File: src/rtl/shift_cmd_queue.sv
// First-word-fall-through command queue feeding a left-shift stage.
// Commands asking for a shift of 8 or more are handshaken, discarded and counted.
module shift_cmd_queue #(
    parameter int DEPTH = 4
) (
    input  logic                     clk,
    input  logic                     rst,
    input  logic                     in_valid,
    output logic                     in_ready,
    input  logic [7:0]               in_data,
    input  logic [3:0]               in_shift,
    output logic                     out_valid,
    input  logic                     out_ready,
    output logic [7:0]               out_data,
    output logic [3:0]               out_shift,
    output logic [$clog2(DEPTH):0]   level,
    output logic                     drop_pulse,
    output logic [7:0]               drop_count
);

    localparam int AW = $clog2(DEPTH);
    localparam int LW = AW + 1;
    localparam logic [LW-1:0] FULL_LEVEL = LW'(DEPTH);

    // Only shift amounts 0..7 are ever stored, so three bits per entry suffice.
    logic [7:0] data_mem  [DEPTH];
    logic [2:0] shift_mem [DEPTH];

    logic [AW-1:0] wr_ptr_q, wr_ptr_d;
    logic [AW-1:0] rd_ptr_q, rd_ptr_d;
    logic [LW-1:0] level_q, level_d;
    logic          drop_pulse_q, drop_pulse_d;
    logic [7:0]    drop_count_q, drop_count_d;

    logic push_fire;
    logic push_store;
    logic push_reject;
    logic pop_fire;

    assign in_ready    = rst | (level_q != FULL_LEVEL);
    assign out_valid   = ~rst & (level_q != '0);
    assign push_fire   = in_valid & in_ready;
    assign push_store  = push_fire & ~in_shift[3];
    assign push_reject = push_fire & in_shift[3];
    assign pop_fire    = out_valid & out_ready;

    always_comb begin
        wr_ptr_d     = wr_ptr_q;
        rd_ptr_d     = rd_ptr_q;
        level_d      = level_q;
        drop_pulse_d = push_reject;
        drop_count_d = drop_count_q;

        if (push_store) begin
            wr_ptr_d = wr_ptr_q + 1'b1;
        end
        if (pop_fire) begin
            rd_ptr_d = rd_ptr_q + 1'b1;
        end

        case ({push_store, pop_fire})
            2'b10:   level_d = level_q + 1'b1;
            2'b01:   level_d = level_q - 1'b1;
            default: level_d = level_q;
        endcase

        if (push_reject && (drop_count_q != 8'hFF)) begin
            drop_count_d = drop_count_q + 8'd1;
        end
    end

    always_ff @(posedge clk) begin
        if (rst) begin
            wr_ptr_q     <= '0;
            rd_ptr_q     <= '0;
            level_q      <= '0;
            drop_pulse_q <= 1'b0;
            drop_count_q <= 8'd0;
        end else begin
            wr_ptr_q     <= wr_ptr_d;
            rd_ptr_q     <= rd_ptr_d;
            level_q      <= level_d;
            drop_pulse_q <= drop_pulse_d;
            drop_count_q <= drop_count_d;
        end
    end

    // Storage is left uncleared on reset; the pointers alone define validity.
    always_ff @(posedge clk) begin
        if (push_store && !rst) begin
            data_mem[wr_ptr_q]  <= in_data;
            shift_mem[wr_ptr_q] <= in_shift[2:0];
        end
    end

    assign out_data   = out_valid ? data_mem[rd_ptr_q] : 8'd0;
    assign out_shift  = out_valid ? {1'b0, shift_mem[rd_ptr_q]} : 4'd0;
    assign level      = level_q;
    assign drop_pulse = drop_pulse_q;
    assign drop_count = drop_count_q;

endmodule

File: config.mk
export PLATFORM = sky130hd
export DESIGN_NAME = shift_cmd_queue
export DESIGN_NICKNAME = d
export VERILOG_FILES = /design/src/rtl/shift_cmd_queue.sv
export SDC_FILE = /design/constraint.sdc
export NUM_CORES = 1
export LEC_CHECK = 0
export CORE_UTILIZATION = 30
export DETAILED_ROUTE_END_ITERATION = 10
export GPL_TIMING_DRIVEN = 1
export PLACE_DENSITY_LB_ADDON = 0.15
export SYNTH_ARGS = -nofsm -noshare
export SYNTH_HDL_FRONTEND = slang
export SYNTH_SLANG_ARGS = --single-unit
File: constraint.sdc
create_clock -name clk -period 2.4 [get_ports clk]
set_clock_uncertainty 0.1 [all_clocks]
set_input_delay 0.36 -clock clk [delete_from_list [all_inputs] [get_ports clk]]
set_output_delay 0.36 -clock clk [all_outputs]
set_load 0.005 [all_outputs]
==> Yosys cells after proc, flatten, opt, wreduce, memory -nomap -nowiden <==
Memories as Yosys holds them, arrays and structs flattened. A register that Yosys moved wholly into a read port is not among the register bits.
Index checks and enable logic that the tools add are counted.
{ "totals": {"register_bits": 16, "latch_bits": 0, "ramBits": 44, "romBits": 0, "in_bits": 16, "wordCells": 38, "n_memories": 2} }
{ "classes": {"addsub": 5, "n_mul": 0, "div_mod_pow": 0, "order_cmp": 0, "n_eq_ne": 4, "shifts": 0, "n_mux": 9, "bitwise": 8, "n_reduce_logical": 5} }
{ "memory_table": {"columns": ["name", "depth", "width", "rd", "rd_clocked_by_memory_dff", "wr", "line", "source"], "rows": [
  ["data_mem", 4, 8, 1, 1, 1, "26", "logic [7:0] data_mem [DEPTH];"],
  ["shift_mem", 4, 3, 1, 1, 1, "27", "logic [2:0] shift_mem [DEPTH];"]
]} }
{ "ops": {"columns": ["operator", "n"], "rows": [
  ["$add A8 B1 Y8 const B", 1],
  ["$mux W2", 4],
  ["$mux W8", 1],
  ["$ne A8 B8 Y1 const B", 1],
  ["$pmux W3 S2", 1],
  ["$and A1 B1 Y1", 5],
  ["$add A2 B1 Y2 const B", 2],
  ["$add A3 B1 Y3 const B", 1],
  ["$mux W3", 1],
  ["$ne A3 B3 Y1 const B", 1],
  ["$reduce_bool A3 Y1", 1],
  ["$sub A3 B1 Y3 const B", 1],
  ["$eq A2 B1 Y1 const B", 1],
  ["$eq A2 B2 Y1 const B", 1],
  ["$logic_and A1 B1 Y1", 2],
  ["$mux W1", 2],
  ["$not A1 Y1", 2],
  ["$reduce_bool A2 Y1", 1],
  ["$logic_not A1 Y1", 1],
  ["$or A1 B1 Y1", 1]
]} }

==> Logic depth before layout (Yosys ltp) <==
Gate-level depths: netlist (run 1).
{ "logic_depth": {"ltp_word": 7, "depth_mapped": 9, "depth_no_buf": 9} }

==> Worst setup path after synthesis (run 1) <==
Ideal clock, no wire load.
{ "synth_path": {"path_type": "reg2reg", "from": "reg level_q[1], in the netlist level[1]", "to": "reg level_q[2], in the netlist level[2]", "setup_ns": 0.070, "t_arrival_ns": 2.163, "required_time_ns": 2.230, "path_slack_ns": 0.067, "path_stages_with_launch": 10, "path_cell_list": "dfxtp_1 > nor4b_4 > nor2_1 > inv_1 > ha_1 > inv_1 > fa_1 > xor2_1 > or3_1 > a21oi_1"} }
{ "synth_via": {"elab_chain_len": 6, "word_cells_on_any_way": 13} }
{ "synth_lines": {"columns": ["item", "line", "source"], "rows": [
  ["from (decl)", "31", "logic [LW-1:0] level_q, level_d;"],
  ["from (signal assigned)", "82", "level_q <= level_d;"],
  ["$ne A3 B3 Y1", "40", "assign in_ready = rst | (level_q != FULL_LEVEL);"],
  ["$or A1 B1 Y1", "40", null],
  ["$and A1 B1 Y1", "42", "assign push_fire = in_valid & in_ready;"],
  ["$and A1 B1 Y1", "43", "assign push_store = push_fire & ~in_shift[3];"],
  ["$eq A2 B1 Y1 or $eq A2 B2 Y1 (tied branches)", "61", "case ({push_store, pop_fire})"],
  ["$pmux W3 S2 or $reduce_bool A2 Y1 (tied branches)", null, null]
]} }
Parallel ways exist; a longest one is shown, timed or not.
A chain may end at the register's enable or synchronous reset.

==> results of run 1 <==
## sequential cells by signal, indices dropped and copies added (netlist names), named ones only
signal	count
data_mem	32
drop_count	8
drop_pulse	1
level	3
rd_ptr_q	2
shift_mem	12
wr_ptr_q	2
## layout make-up
type,instances,area [µm²]
Clock buffer,9,124
Clock inverter,7,98.8
Fill cell,792,4730
Inverter,9,33.8
Multi-Input combinational cell,96,861
Sequential cell,62,1690
Tap cell,105,131
Timing Repair Buffer,63,639
## power groups by stage
| stage | clock network, W | registers, W | logic (W) |
|---|---|---|---|
| after CTS | 0.00103 | 0.00119 | 0.000249 |
| after floorplan | 0 | 0.00121 | 0.000117 |
| final | 0.000999 | 0.00119 | 0.000254 |
| after global placement | 0 | 0.00121 | 0.000253 |
| after detailed placement | 0 | 0.00121 | 0.000251 |
| after global routing | 0.00108 | 0.00119 | 0.000281 |
## metrics by stage
step / TNS, ps / instances
floorplan: 0 / 173
global placement: -2580 / 330
detailed placement: -2880 / 330
CTS: 0 / 346
global route: 0 / 351
finish: 0 / 351
## worst max-delay path by stage
stage	startpoint	to	slack, ps
3_5_place_dp	rst	out_shift[0]	-260
3_3_place_gp	rst	level[2]$_SDFFE_PP0P_	-250
6_report	flop	out_data[4]	110
5_1_grt	level[2]$_SDFFE_PP0P_	out_valid	20
4_1_cts	flop	out_shift[1]	7
2_1_floorplan	level[1]$_SDFFE_PP0P_	level[2]$_SDFFE_PP0P_	70
## cell families (layout without fill, tap and decap cells)
logic type                 Yosys count  in the layout  share of synthesized area, %
muxes                               15             15                          11.1
AOI/OAI and AO/OA                   13             13                          3.43
other                                1              1                         0.145
xor gates and xnor gates             7              7                          2.37
and+or+nand+nor                     53             53                          12.0
DFF                                 62             62                          64.9
adders and majority gates            7              7                          3.67
buffers and inverters               15             88                          2.37
## timing repair
item                                    in CTS  in global routing
gates resized for setup                      9                  9
endpoints found under the setup margin      12                  7
buffers inserted                             0                  5
## per-layer routing
| metal | up-vias | track usage (%) | wire, µm |
|---|---|---|---|
| li1 | 778 | - | - |
| met1 | 741 | 13.4 | 2100 |
| met2 | 39 | 18.5 | 2280 |
| met3 | 4 | 4.43 | 228 |
| met4 | 0 | 4.55 | 34 |
| met5 | - | 0 | 0 |
## cell usage in the layout (no fill, tap or decap), types with 3 or more instances in the layout
cell | Yosys | routed
clkbuf_8 | 0 | 9
buf_12 | 0 | 5
mux4_2 | 11 | 11
a21oi_1 | 4 | 4
nor2_1 | 15 | 15
buf_4 | 1 | 18
dfxtp_1 | 18 | 15
clkinv_4 | 0 | 3
inv_1 | 9 | 9
edfxtp_1 | 44 | 44
dlymetal6s2s_1 | 0 | 5
mux2i_1 | 4 | 4
clkdlybuf4s50_1 | 0 | 28
nand2_1 | 4 | 4
and2_1 | 5 | 5
nor2b_1 | 11 | 11
dlygate4sd2_1 | 0 | 7
xnor2_1 | 5 | 5
ha_1 | 6 | 6
dfxtp_2 | 0 | 3
==> run_results.csv, run 1 <==
group,metric,value,unit
place,placed_cell_area,0.00329,mm²
cells_and_area,fin_area,0.00357,mm²
clock_network,clk_latency,330,ps
routing,drt_pass1_iterations,5,
sta,fmax,437,MHz
clock_network,cts_buffers,9,
global_route,grt_pass1_vias,1524,
critical_path,path_depth,5,
power,p_int,0.00191,W
power,p_comb_share,10.4,%
yosys,netlist_instances,173,
clock_network,cts_buffer_depth,2,
yosys,ys.flop_type,"edfxtp_1",
floorplanning,fp.dieW,94.9,µm
critical_path,crit_fanout,10,
sta,hold_violations,0,
routing,antenna_left,0,
yosys,syn-cell-area,0.00259,mm²
power,vdd_drop_max,0.333,mV
critical_path,rr_endpoint,"level[2]$_SDFFE_PP0P_",
critical_path,worstSetupStartpointType,"flop",
clock_network,h-tree-depth,3,
yosys,syn-num-nets,196,
sta,hold_slack,356,ps
cells_and_area,layout-drive-gt1-share,24.0,%
critical_path,crit_required,1940,ps
run,drv_cap,0,
clock_network,ctsHoldBuffers,0,
sta,period_share,95.2,%
critical_path,slowest_delay,500,ps
outcome,status,"complete, no violations",
critical_path,crit_type,"reg2out",
clock_network,cts-root-buf,"clkbuf_8",
power,power_density,684,mW/mm²
critical_path,cp_top_family,"buffers and inverters",
yosys,synth_top_area_share,51.0,%
floorplanning,design.core.area,0.00830,mm²
min_path,min_to,"rd_ptr_q[1]$_SDFFE_PP0P_",
clock_network,cts_tree,"done",
min_path,hp-class,"reg2reg",
yosys,yosys.area.top_type,"edfxtp_1",
yosys,synthMostInstantiatedCell,"edfxtp_1",
sta,rsz0062_at_grt,"no",
cells_and_area,n_antenna_cell,0,
routing,wl_per_cell,13.2,µm
global_route,grt-ovfl-total,0,
place,gp_congestion,0.715,
routing,drtIter0Drc,49,
place,port_buffers,40,
yosys,ys_top_cells_by_area,"edfxtp_1 (51%), dfxtp_1 (14%), mux4_2 (9.6%)",
critical_path,path_buf_inv,3,
power,clock_power_share,40.9,%
power,switching_power,0.000536,W
yosys,ys_top_cells_by_count,"edfxtp_1 (44), dfxtp_1 (18), nor2_1 (15)",
floorplanning,io_pins,42,
power,switching_share,21.9,%
routing,drc,0,
critical_path,critPathCaptureType,"output port",
routing,num_vias,1562,
floorplanning,rows,33,
routing,vias_per_cell,4.45,
floorplanning,dieArea,0.00901,mm²
critical_path,rrSetupSlack,210,ps
place,dp_slack,-257,ps
cells_and_area,fin_nets,264,
power,p_leak,1.32,nW
sta,slew_viol_final,0,
floorplanning,fp.dieH,94.9,µm
yosys,synth.avg_cell_area,15.0,µm²
sta,tightest_slew,583,ps
power,seq_power_share,48.8,%
yosys,async_reset_ff_share,0,%
yosys,ys_warn_count,0,
critical_path,path_cells,"buf_12, buf_4, mux4_2, nor2b_1, dlygate4sd2_1",
routing,drt-total-wl,4650,µm
global_route,grt_usage,11.3,%
global_route,grt_max_degree,13,
clock_network,cts_sinks,62,
cells_and_area,final_core_util,43.1,%
sta,slew_headroom,60.1,%
clock_network,path_clk_slew,70,ps
sta,setup_viol_count_final,0,
sta,fin_ws,114,ps
global_route,grt_antenna_before_repair,0,
yosys,synth_edf_count,44,
yosys,synth.distinct_cells,38,
critical_path,r2r.worst_path.cells,9,
floorplanning,start_util,31.2,%
place,dp_hpwl,3140,µm
power,p_total,0.00244,W
sta,min_period,2290,ps
min_path,worstHoldPathCells,1,
yosys,ys_seq_elements,62,
yosys,ys_seq_area_share,64.9,%
critical_path,r2r_start,"level[2]$_SDFFE_PP0P_",
min_path,hp-start,"rd_ptr_q[1]$_SDFFE_PP0P_",
global_route,grt_pass1_wl,7310,µm
critical_path,critical_path_arrival,1830,ps
critical_path,cpMaxStageDelayCell,"mux4_2",
cells_and_area,area_delta_synth_final,37.9,%
Power figures use the tool's default switching activity.
==> inputs of run 2 (changes only) <==
--- a/config.mk
+++ b/config.mk
@@ -5,8 +5,9 @@
 export SDC_FILE = /design/constraint.sdc
 export NUM_CORES = 1
 export LEC_CHECK = 0
-export CORE_UTILIZATION = 30
+export CORE_UTILIZATION = 56
 export DETAILED_ROUTE_END_ITERATION = 10
+export DONT_BUFFER_PORTS = 1
 export GPL_TIMING_DRIVEN = 1
 export PLACE_DENSITY_LB_ADDON = 0.15
 export SYNTH_ARGS = -nofsm -noshare
==> run 2 against run 1 <==
Net effect: highest routed layer unchanged; cell count is 28% lower; core utilization up 25 points; clock-buffer cell count increased by 1; fmax increased by 1.2%; worst setup slack improved by 27 ps; combinational power is 37% lower; global-route usage rose by 8.2 points; register-to-register slack worse by 70 ps; critical endpoint is now level[2]$_SDFFE_PP0P_.
==> run_results.csv, run 2 (synthesis results as in run 1) <==
group,metric,value,unit
clock_network,path_clk_slew,70,ps
floorplanning,io_pins,42,
clock_network,clk_latency,330,ps
sta,setup_tns,0,ps
floorplanning,fp.dieH,70.0,µm
clock_network,cts_tree,"done",
critical_path,critPathCaptureType,"flop",
critical_path,path_cells,"nor4b_4, nor2_2, inv_1, ha_1, inv_1, fa_1, xor2_1, or3_1, a21oi_1",
place,gp_congestion,0.713,
critical_path,cp_top_family,"simple AND/OR/NAND/NOR gates",
cells_and_area,final_core_util,68.2,%
routing,drtIter0Drc,87,
sta,slew_viol_final,0,
sta,hold_slack,18.8,ps
global_route,grt_pass1_wl,7020,µm
routing,antenna_left,0,
run,drv_cap,0,
sta,setup_viol_count_final,0,
floorplanning,design.core.area,0.00441,mm²
cells_and_area,largest_register_ffs,32,
cells_and_area,layout-drive-gt1-share,18.8,%
cells_and_area,largest_register,"data_mem",
routing,drt-total-wl,4540,µm
critical_path,cpMaxStageDelayCell,"fa_1",
global_route,grt_usage,19.5,%
place,port_buffers,0,
critical_path,critical_path_arrival,2410,ps
floorplanning,rows,24,
floorplanning,start_util,58.7,%
global_route,grt-ovfl-total,0,
place,placed_cell_area,0.00268,mm²
routing,wl_per_cell,17.9,µm
cells_and_area,multi_input_area,851,µm²
sta,hold_violations,0,
routing,num_vias,1473,
place,dp_hpwl,2890,µm
global_route,grt_antenna_before_repair,0,
critical_path,worstSetupStartpointType,"flop",
cells_and_area,final_common_cell,"edfxtp_1",
power,switching_share,20.7,%
power,power_density,763,mW/mm²
cells_and_area,area_delta_synth_final,16.2,%
floorplanning,dieArea,0.00490,mm²
power,seq_power_share,52.0,%
min_path,hp-class,"in2reg",
cells_and_area,fin_area,0.00301,mm²
clock_network,cts_buffers,9,
global_route,grt_pass1_vias,1476,
cells_and_area,n_antenna_cell,0,
routing,drc,0,
sta,min_period,2260,ps
critical_path,slowest_delay,370,ps
sta,period_share,94.1,%
critical_path,crit_fanout,5,
critical_path,crit_required,2550,ps
routing,drt_pass1_iterations,4,
critical_path,path_buf_inv,2,
clock_network,cts-root-buf,"clkbuf_8",
routing,vias_per_cell,5.80,
clock_network,cts_sinks,62,
floorplanning,fp.dieW,70.0,µm
sta,fmax,443,MHz
power,vdd_drop_max,0.395,mV
critical_path,crit_path_frequent_cell,"inv_1",
outcome,status,"complete, no violations",
global_route,grt_max_degree,17,
power,switching_power,0.000476,W
power,p_int,0.00182,W
sta,slew_headroom,58.8,%
cells_and_area,layout_common_cells,"edfxtp_1 (44), dfxtp_1 (15), nor2_1 (14)",
clock_network,h-tree-depth,3,
power,p_leak,0.999,nW
clock_network,cts_buffer_depth,2,
cells_and_area,fin_nets,220,
critical_path,crit_type,"reg2reg",
power,clock_power_share,41.1,%
cells_and_area,fillerInstances,303,
power,p_comb_share,7.0,%
sta,tightest_slew,616,ps
cells_and_area,seq_area,0.00169,mm²
run 2: layout make-up:
cell class	instances	share of cell area, %
clock inverter	6	2.53
multi-input combinational	96	28.3
inverter	9	1.12
tap	52	2.16
sequential	62	56.0
timing repair buffer	19	5.73
clock buffer	10	4.24
run 2: power groups by stage:
stage	Clock, W	Sequential, W	Combinational (W)
4_1_cts	0.000958	0.00119	0.000146
2_1_floorplan	0	0.00121	0.000117
5_1_grt	0.00101	0.00120	0.000179
3_3_place_gp	0	0.00121	0.000135
3_5_place_dp	0	0.00122	0.000140
6_report	0.000944	0.00119	0.000161
run 2: path summary, 6_finish.rpt:
path         slack (ps)  cells past startpoint                       end                     start
max                 140                      9     level[2]$_SDFFE_PP0P_     level[1]$_SDFFE_PP0P_
min                  20                      0  data_mem[2][0]$_DFFE_PP_                in_data[0]
max reg2reg         140                      9     level[2]$_SDFFE_PP0P_     level[1]$_SDFFE_PP0P_
min reg2reg         400                      1  rd_ptr_q[1]$_SDFFE_PP0P_  rd_ptr_q[1]$_SDFFE_PP0P_
run 2: per-layer routing:
| layer | global-route usage, % | share of wire, % | vias to the layer above | wire length, µm |
|---|---|---|---|---|
| li1 | - | - | 686 | - |
| met1 | 21.7 | 42 | 722 | 1900 |
| met2 | 31.9 | 50 | 55 | 2280 |
| met3 | 7.94 | 6.1 | 10 | 276 |
| met4 | 10.7 | 1.9 | 0 | 87 |
| met5 | 0 | 0 | - | 0 |
run 2: timing repair:
action | 4_1_cts | 5_1_grt
setup buffers | 0 | 0
setup endpoints to repair | 0 | 1
hold endpoints to repair | 16 | 18
resized for setup | 0 | 4
hold buffers | 1 | 11
run 2: per-stage QoR:
stage / power [W] / setup WS (ps) / instances
after floorplan: 0.00133 / 66.7 / 173
after global placement: 0.00135 / 236 / 226
after detailed placement: 0.00136 / 82.1 / 226
after CTS: 0.00230 / 63.0 / 243
after global routing: 0.00238 / -20.2 / 254
final: 0.00230 / 141 / 254
==> inputs of run 3 (changes only) <==
--- a/config.mk
+++ b/config.mk
@@ -5,9 +5,9 @@
 export SDC_FILE = /design/constraint.sdc
 export NUM_CORES = 1
 export LEC_CHECK = 0
-export CORE_UTILIZATION = 56
+export CORE_UTILIZATION = 47
+export CTS_CLUSTER_SIZE = 24
 export DETAILED_ROUTE_END_ITERATION = 10
-export DONT_BUFFER_PORTS = 1
 export GPL_TIMING_DRIVEN = 1
 export PLACE_DENSITY_LB_ADDON = 0.15
 export SYNTH_ARGS = -nofsm -noshare
==> run 3 against run 2 <==
Net effect: register-to-register slack better by 50 ps; die area is 19% higher; clock-buffer cell count is 4 higher; critical path type is now reg2out; combinational power is 51% higher.
==> run_results.csv, run 3 (synthesis results as in run 1) <==
group,metric,value,unit
outcome,status,"complete, no violations",
floorplanning,io_pins,42,
sta,tightest_slew,485,ps
cells_and_area,final_cells,308,
critical_path,crit_start,"level[1]$_SDFFE_PP0P_",
clock_network,cts-root-buf,"clkbuf_8",
critical_path,rr_endpoint,"level[2]$_SDFFE_PP0P_",
sta,period_share,94.5,%
critical_path,path_cells,"nor3_1, or2_4, inv_1, clkdlybuf4s50_1",
global_route,grt_pass1_wl,7530,µm
clock_network,cts_tree,"done",
critical_path,critPathCaptureType,"output port",
sta,fmax,441,MHz
power,p_total,0.00218,W
routing,wl_per_cell,15.0,µm
routing,drtIter0Drc,61,
critical_path,crit_end,"out_valid",
place,gp_congestion,0.800,
cells_and_area,n_antenna_cell,0,
place,dp_slack,-360,ps
power,p_leak,1.33,nW
global_route,grt_antenna_before_repair,0,
place,dp_hpwl,3150,µm
sta,fin_ws,131,ps
sta,rsz0062_at_grt,"no",
cells_and_area,largest_register_ffs,32,
floorplanning,fp.dieW,76.3,µm
min_path,hp-class,"reg2reg",
floorplanning,design.core.area,0.00520,mm²
cells_and_area,multi_input_area,856,µm²
cells_and_area,seq_area,0.00168,mm²
clock_network,cts_buffer_depth,2,
power,vdd_drop_max,0.354,mV
cells_and_area,area_delta_synth_final,32.2,%
global_route,grt-ovfl-total,0,
critical_path,worstSetupStartpointType,"flop",
critical_path,crit_required,1940,ps
global_route,grt_usage,17.4,%
routing,vias_per_cell,5.12,
cells_and_area,largest_register,"data_mem",
sta,slew_headroom,66.8,%
clock_network,cts_sinks,62,
sta,setup_viol_count_final,0,
routing,drc,0,
routing,antenna_left,0,
cells_and_area,layout_common_cells,"edfxtp_1 (44), clkdlybuf4s50_1 (28), dfxtp_1 (16)",
critical_path,cp_top_family,"simple AND/OR/NAND/NOR gates",
place,port_buffers,40,
cells_and_area,layout-drive-gt1-share,18.9,%
clock_network,clk_latency,320,ps
routing,drt_pass1_iterations,4,
place,dp_cells,292,
critical_path,critical_path_arrival,1810,ps
routing,num_vias,1576,
global_route,grt_max_degree,13,
floorplanning,dieArea,0.00581,mm²
floorplanning,fp.dieH,76.3,µm
critical_path,path_buf_inv,2,
critical_path,cpMaxStageDelayCell,"clkdlybuf4s50_1",
critical_path,r2r_start,"level[1]$_SDFFE_PP0P_",
place,placed_cell_area,0.00323,mm²
cells_and_area,fillerInstances,403,
cells_and_area,fin_area,0.00343,mm²
global_route,grt_pass1_vias,1651,
sta,hold_violations,0,
cells_and_area,fin_nets,256,
critical_path,crit_type,"reg2out",
sta,min_period,2270,ps
clock_network,cts_buffers,9,
critical_path,slowest_delay,440,ps
critical_path,rrSetupSlack,190,ps
critical_path,r2r.worst_path.cells,8,
power,power_density,637,mW/mm²
run,drv_cap,0,
clock_network,path_clk_slew,60,ps
routing,drt-total-wl,4620,µm
floorplanning,rows,26,
cells_and_area,final_common_cell,"edfxtp_1",
clock_network,ctsHoldBuffers,0,
critical_path,crit_fanout,12,
sta,slew_viol_final,0,
clock_network,h-tree-depth,3,
critical_path,path_depth,4,
floorplanning,start_util,49.8,%
clock_network,postCtsSetupRepairBufs,0,
cells_and_area,final_core_util,65.8,%
run 3: changes by cell type in the layout (fill, tap and decap cells not counted), moves of 3 or more:
cell,delta
clkdlybuf4s50_1,+28
dlygate4sd3_1,-12
dlymetal6s2s_1,+11
buf_12,+5
buf_4,+3
clkbuf_1,+3
clkinv_1,-3
run 3: area by class of cell:
cell class              instances  share of cell area (%)
well taps                      70                    2.56
multi-input cells              96                    25.0
clock buffers                  14                    4.46
inverters                       9                   0.986
clock inverters                 2                   0.292
flip-flops and latches         62                    49.2
repair buffers                 55                    17.6
run 3: layer usage:
layer / routed length (µm) / vias up / GRT usage [%] / share of wire, %
met2: 2480 / 43 / 30.9 / 54
met4: 78 / 0 / 9.23 / 1.7
li1: - / 757 / - / -
met5: 0 / - / 0 / 0
met1: 1860 / 766 / 19.1 / 40
met3: 197 / 10 / 4.19 / 4.3
run 3: repair_timing:
item	CTS	global route
endpoints found under the setup margin	13	12
endpoints found under the hold margin	0	0
resized for setup	4	12
run 3: worst min path at each step:
stage	endpoint	depth (start not counted)	startpoint	slack [ps]
detailed placement	flop	1	rd_ptr_q[1]$_SDFFE_PP0P_	350
CTS	rd_ptr_q[1]$_SDFFE_PP0P_	1	rd_ptr_q[1]$_SDFFE_PP0P_	360
global placement	rd_ptr_q[1]$_SDFFE_PP0P_	1	rd_ptr_q[1]$_SDFFE_PP0P_	350
floorplan	flop	1	rd_ptr_q[1]$_SDFFE_PP0P_	330
finish	rd_ptr_q[1]$_SDFFE_PP0P_	1	rd_ptr_q[1]$_SDFFE_PP0P_	350
global route	rd_ptr_q[1]$_SDFFE_PP0P_	1	rd_ptr_q[1]$_SDFFE_PP0P_	390
run 3: through the flow:
| stage | TNS, ps | hold WS [ps] |
|---|---|---|
| global route | 0 | 392 |
| floorplan | 0 | 328 |
| finish | 0 | 353 |
| detailed placement | -5040 | 351 |
| CTS | 0 | 359 |
| global placement | -3100 | 352 |
run 3: worst reg2reg max path, stage by stage (launching register included):
cell and delay [ps]:
dfxtp_1 440, nor3_1 120, nor3b_2 230, ha_1 210
inv_1 60, fa_1 370, xor2_1 160, or3_1 310
a21oi_1 140
run 3: where the power goes:
part	internal, W	total (W)	switching, W
clock network	0.000401	0.000746	0.000345
registers	0.00117	0.00119	0.0000206
logic	0.000140	0.000243	0.000103
total	0.00171	0.00218	0.000468
